$ cat src/rtl/wb_stage.sv
// Writeback stage of the 5-stage LC-3b pipeline.
// Holds the MEM/WB pipeline register, drives the register-file write port,
// maintains the NZP condition codes and counts retired instructions.
// A stalled memory stage hands WB a bubble; WB never holds or replays a write.
module wb_stage #(
  parameter int WIDTH     = 16,
  parameter int CNT_WIDTH = 16
) (
  input  logic                 clk,
  input  logic                 reset,
  input  logic                 mem_stall,
  input  logic                 flush,
  input  logic                 valid_in,
  input  logic [WIDTH-1:0]     alu_in,
  input  logic [WIDTH-1:0]     mdr_in,
  input  logic [WIDTH-1:0]     ir_in,
  input  logic [WIDTH-1:0]     pc_in,
  input  logic                 load_regfile_in,
  input  logic                 load_cc_in,
  input  logic                 dest_r7_in,
  input  logic [1:0]           wbmux_sel_in,
  output logic                 regfile_we,
  output logic [2:0]           regfile_dest,
  output logic [WIDTH-1:0]     regfile_data,
  output logic [2:0]           nzp,
  output logic                 fwd_valid,
  output logic [CNT_WIDTH-1:0] retire_count
);

  // Writeback source encodings.
  localparam logic [1:0] WbSelAlu = 2'b00;
  localparam logic [1:0] WbSelMdr = 2'b01;
  localparam logic [1:0] WbSelPc  = 2'b10;

  // NZP value after reset: "zero".
  localparam logic [2:0] NzpReset = 3'b010;

  // MEM/WB pipeline register.
  logic             stValid;
  logic [WIDTH-1:0] stAlu;
  logic [WIDTH-1:0] stMdr;
  logic [WIDTH-1:0] stIr;
  logic [WIDTH-1:0] stPc;
  logic             stLoadRegfile;
  logic             stLoadCc;
  logic             stDestR7;
  logic [1:0]       stWbmuxSel;

  logic [WIDTH-1:0] wbData;
  logic             bubble;

  // Only IR[11:9] (the DR field) is consumed here; the rest rides along.
  logic unusedIr;
  assign unusedIr = ^{stIr[15:12], stIr[8:0]};

  // A stalled or squashed MEM stage delivers nothing this cycle.
  assign bubble = flush | mem_stall;

  // Pipeline register: reset, then bubble, then normal capture.
  // NOTE: sequential state uses non-blocking assignments so every flop
  // samples pre-edge values regardless of statement order.
  always_ff @(posedge clk) begin
    if (reset || bubble) begin
      stValid       <= 1'b0;
      stAlu         <= '0;
      stMdr         <= '0;
      stIr          <= '0;
      stPc          <= '0;
      stLoadRegfile <= 1'b0;
      stLoadCc      <= 1'b0;
      stDestR7      <= 1'b0;
      stWbmuxSel    <= WbSelAlu;
    end else begin
      stValid       <= valid_in;
      stAlu         <= alu_in;
      stMdr         <= mdr_in;
      stIr          <= ir_in;
      stPc          <= pc_in;
      stLoadRegfile <= load_regfile_in;
      stLoadCc      <= load_cc_in;
      stDestR7      <= dest_r7_in;
      stWbmuxSel    <= wbmux_sel_in;
    end
  end

  // Writeback source mux; select 11 is reserved and drives zero.
  // NOTE: the default assignment ahead of the case keeps this purely
  // combinational for every select value (no inferred latch).
  always_comb begin
    wbData = '0;
    case (stWbmuxSel)
      WbSelAlu: wbData = stAlu;
      WbSelMdr: wbData = stMdr;
      WbSelPc:  wbData = stPc;
      default:  wbData = '0;
    endcase
  end

  assign regfile_data = wbData;
  assign regfile_dest = stDestR7 ? 3'd7 : stIr[11:9];
  assign regfile_we   = stValid & stLoadRegfile;
  assign fwd_valid    = regfile_we;

  // Condition codes follow the value being written; exactly one bit set.
  always_ff @(posedge clk) begin
    if (reset) begin
      nzp <= NzpReset;
    end else if (stValid && stLoadCc) begin
      nzp <= {wbData[WIDTH-1],
              wbData == '0,
              !wbData[WIDTH-1] && (wbData != '0)};
    end
  end

  // Retired-instruction counter; wraps silently.
  always_ff @(posedge clk) begin
    if (reset) begin
      retire_count <= '0;
    end else if (stValid) begin
      retire_count <= retire_count + CNT_WIDTH'(1);
    end
  end

endmodule

$ cat config.mk
export PLATFORM = sky130hd
export DESIGN_NAME = wb_stage
export DESIGN_NICKNAME = d
export VERILOG_FILES = /design/src/rtl/wb_stage.sv
export SDC_FILE = /design/constraint.sdc
export NUM_CORES = 1
export LEC_CHECK = 0
export ABC_AREA = 1
export ABC_CLOCK_PERIOD_IN_PS = 1200
export CAP_MARGIN = 15
export CELL_PAD_IN_SITES_DETAIL_PLACEMENT = 0
export CELL_PAD_IN_SITES_GLOBAL_PLACEMENT = 2
export CORE_ASPECT_RATIO = 1.2
export CORE_MARGIN = 2
export CORE_UTILIZATION = 21
export CTS_BUF_LIST = sky130_fd_sc_hd__clkbuf_2 sky130_fd_sc_hd__clkbuf_4 sky130_fd_sc_hd__clkbuf_8
export DETAILED_ROUTE_END_ITERATION = 16
export GPL_TIMING_DRIVEN = 0
export PLACE_DENSITY_LB_ADDON = 0.1
export SYNTH_ARGS = -nofsm -noshare
export SYNTH_HDL_FRONTEND = slang
export SYNTH_SLANG_ARGS = --single-unit
export TNS_END_PERCENT = 30
$ cat constraint.sdc
create_clock -name clk -period 1.2 [get_ports clk]
set_input_delay 0.24 -clock clk [delete_from_list [all_inputs] [get_ports clk]]
set_output_delay 0.24 -clock clk [all_outputs]
set_load 0.005 [all_outputs]
Word level (Yosys, flattened, before mapping)
Index checks and enable logic that the tools add are counted.

storage, ports and cells
  bits in registers = 85
  bits of input ports = 74
  output and inout bits = 40
  logic and storage cells = 25

operators by class
  $add $sub $neg = 1
  equality and inequality tests = 2
  muxes and demuxes = 2
  bitwise logic cells = 2
  reductions and logical operators = 7

operators with widths
  kind                     count
  $pmux W16 S3             1
  $add A16 B1 Y16 const B  1
  $logic_not A16 Y1        1
  $reduce_bool A16 Y1      1
  $mux W3                  1
  $eq A2 B1 Y1 const B     1
  $eq A2 B2 Y1 const B     1
  $logic_and A1 B1 Y1      2
  $logic_not A2 Y1         1
  $and A1 B1 Y1            1
  $logic_not A1 Y1         1
  $logic_or A1 B1 Y1       1
  $or A1 B1 Y1             1

Longest topological paths before layout
  word-level depth = 4
  depth in mapped cells = 11
  gate-level depth less buffers = 10

Least setup slack after synthesis
Ideal clock, no wire load.

  kind = register to register
  start = register retire_count[0]
  end = register retire_count[14]
  library setup time = 119 ps
  data arrival time = 1228 ps
  required time = 1081 ps
  path slack = -148 ps
  stages on the path, launching flop included = 9
  path buffers = 0
  period minus slack after synthesis = 1348 ps
  cells stage by stage = dfxtp_1 ha_1 inv_1 nor3_1 nand2_1 nor2_1 nand3_1 o21ai_0 a21oi_1

on the way
  cells in the longest elaborated chain, start to end = 1

ends and longest elaborated chain
  element                 RTL line  source
  from (decl)             27        output logic [CNT_WIDTH-1:0] retire_count
  from (signal assigned)  120       retire_count <= retire_count + CNT_WIDTH'(1);
  $add A16 B1 Y16         120

No other way between the ends.
A chain may end at the register's enable or synchronous reset.

Final worst setup path
  start = register stWbmuxSel[1]
  end = output regfile_data[15]

on the way
  cells in the longest elaborated chain, start to end = 2
  elaborated cells on any way between the ends = 4
  those cells by class = 2 x eq/ne; 1 x mux; 1 x reduce/logical

ends and longest elaborated chain
  element                                     RTL line  source
  from (decl)                                 47        logic [1:0] stWbmuxSel;
  from (signal assigned)                      72        stWbmuxSel <= WbSelAlu;
  from (signal assigned)                      82        stWbmuxSel <= wbmux_sel_in;
  $eq A2 B2 Y1, or another cell as far along  91        case (stWbmuxSel)
  $pmux W16 S3 (*)                            91
  to (decl)                                   24        output logic [WIDTH-1:0] regfile_data,

Mark *: on every way between the ends. The rest lies on a longest branch, timed or not.

==> metrics <==
outcome=finished with violations; failing checks=setup timing; H-tree depth=3; initial antenna violation count=0; Yosys cell types=21; DP HPWL=6480 um; vias in the first global route=3020; Worst R2R Setup Slack=-0.43 ns; first-pass GRT wire length=15000 um; Worst setup SP type=flip-flop; Net Sw Power=1220 uW; Crit path arrival time=1.46 ns; register area share after synthesis=0.521; Worst Path Required=0.96 ns; total grt overflow=0; worst skew pair latency=0.35 ns; Area Growth Syn to Fin=76.3%; crit share post-route=1.42; final worst slack=-0.502 ns; Ys Warns=0; Worst Hold Path EP=retire_count[13]; CTS root buffer=clkbuf_8; Post-layout nets=617; Syn Nets=472; ANT cells=0; drt pass-1 iters=4; fmax=587 MHz; power per standard cell area=1040 nW/um^2; Setup Viol. Count Final=33; DRT antenna net count=0; power share of the sequential group=0.482; IO Pins=114; Initial Util=0.213; number of buffers created by CTS=9; Die Span Y=133 um; RSZ-0062 raised after global routing=true; Slew HR=0.787; # DRC=0; Sw Share=0.227; clock group share of total power=0.407; TNS Setup=-9.46 ns; die area=14900 sq um; Setup Crit Path Kind=flip-flop to output pin; Worst Skew=0.00446 ns; maximum root-to-sink buffer count=2; largest net degree at the start of global routing=13; worst r2r src=stWbmuxSel[1]; final hold violations=0; Util after Layout=0.375; Final GP Congestion=0.718; Slew @ Worst Pin=0.320 ns; Min-Delay Path Class=input port to flip-flop; core region area=13700 sq um; Reg clk slew, reported paths=0.08 ns; worst hold start=reset; FF+latch count, synth=76; total power=5370 uW; WL final=9390 um; crit path max fanout=4; share of layout cells above drive strength 1=0.366; Pins Over Slew Limit=0; Non-Filler Instances=718; Synth Area per Inst=7.35 sq um; leakage=0.00249 uW; Pint=4150 uW; GRT Util Overall=0.132; Die Width=112 um; Via Count=2872; crit path time final=1.70 ns; Max VDD drop=0.595 mV; clk sink count=76; Port Buffer Count=99; WL/cell=13.1 um; Crit. End Element=output pin; hold path depth=2; Iter 0 DRT Violations=89; Row Count=47; CTS tree=done; vias per cell=4.00; Gate Count Post-Synth=397; RR Endpoint=nzp[0]; Worst R2R Path Depth=12; combinational share of power=0.112; synthesized area=2920 sq um; post-place setup slack=-0.688 ns; Placed Instances=667; Max Cap Viol=0; fill count=1476; Hold Buf Count CTS=0
-- flip-flops by register name, summed over array words and instances, names as in the netlist --
name and count:
nzp 3, retire_count 16, stAlu 16, stDestR7 1, stIr 3, stLoadCc 1
stLoadRegfile 1, stMdr 16, stPc 16, stValid 1, stWbmuxSel 2
-- placed cells by master, fill, tap and decap left out, drive strengths merged --
cell type      synthesis  layout
a21oi                 12      12
buf                   13      70
bufinv                 0       2
clkbuf                 2      17
clkdlybuf4s15          0      12
clkdlybuf4s50          0      59
clkinv                 0       4
dfxtp                 76      76
dlygate4sd2            0       2
ha                     1       1
inv                   85      84
nand2                 50      50
nand3                 43      43
nand4                  4       4
nor2                  89      89
nor3                   7       7
nor4                   1       1
o21a                   2       2
o21ai                  8       8
or2                    3       3
xnor2                  1       1
-- logic make-up (layout without fill, tap and decap cells) --
group | count (synthesis) | count (layout) | synth area share
simple gates | 197 | 197 | 0.290
buf+inv | 100 | 250 | 0.142
flops | 76 | 76 | 0.521
compound gates | 22 | 22 | 0.0394
fa+ha+maj | 1 | 1 | 0.00429
xor+xnor | 1 | 1 | 0.00300
-- final cells by class --
class	count	area, sq um	area share
inverter	85	337	0.0654
buffer	15	144	0.0280
sequential	76	1570	0.305
clock buffer	11	145	0.0282
timing repair buffer	134	1250	0.243
clock inverter	5	75.1	0.0146
tap	171	214	0.0416
multi-input combinational	221	1410	0.274
-- cell usage after synthesis --
master    number  share of area
nor2_2         4         0.0086
xnor2_1        1         0.0030
dfxtp_1       76           0.52
nand2_1       50          0.064
inv_2          3         0.0039
nor4_1         1         0.0021
buf_2          7          0.012
nor3_1         7          0.012
a21oi_1       12          0.021
nand3_1       40          0.069
or2_2          3         0.0064
buf_6          2         0.0077
buf_4          4          0.010
clkbuf_1       2         0.0026
nor2_1        85           0.11
inv_1         82           0.11
nand3_2        3          0.010
nand4_1        4         0.0086
o21a_1         2         0.0051
o21ai_0        8          0.014
ha_1           1         0.0043
-- worst max-delay path, stage by stage (launching register included) --
cell	delay [ns]
dfxtp_4	0.38
buf_6	0.13
clkinv_8	0.07
nor2_4	0.15
buf_4	0.13
nand2_1	0.07
nand3_2	0.08
buf_6	0.10
-- worst max-delay path by stage --
stage | from | cells past startpoint | slack [ns] | end
floorplan | stValid | 10 | -0.06 | retire_count[15]
global placement | stWbmuxSel[1] | 7 | -0.68 | regfile_data[9]
detailed placement | stWbmuxSel[1] | 7 | -0.69 | regfile_data[11]
CTS | stWbmuxSel[0] | 8 | -0.52 | regfile_data[11]
global route | stWbmuxSel[1] | 7 | -0.57 | regfile_data[15]
finish | stWbmuxSel[1] | 7 | -0.50 | regfile_data[15]
-- through the flow --
step / hold WS, ns / instance area [sq um]
after floorplan: 0.345 / 2960
after global placement: 0.459 / 4160
after detailed placement: 0.455 / 4160
after CTS: 0.155 / 4980
after global routing: 0.170 / 5140
final: 0.171 / 5140
-- power by group through the flow --
| stage | Clock [uW] | Combinational [uW] | Sequential [uW] |
|---|---|---|---|
| after detailed placement | 0 | 475 | 2650 |
| after global placement | 0 | 475 | 2650 |
| after global routing | 2360 | 660 | 2590 |
| after CTS | 2260 | 590 | 2590 |
| final | 2180 | 601 | 2590 |
| after floorplan | 0 | 164 | 2650 |
-- layer usage --
layer,share of wire,GRT usage,vias up
met2,0.52,0.239,71
met5,0,0,-
met3,0.043,0.0332,12
met1,0.42,0.147,1310
li1,-,-,1479
met4,0.017,0.0514,0
-- timing repair --
item / in CTS / in global routing
buffers inserted: 31 / 3
gates resized for setup: 241 / 57
setup endpoints to repair: 94 / 56
endpoints found under the hold margin: 0 / 0
pin swaps: 18 / 17
cloned: 2 / 0
Power figures use the tool's default switching activity.
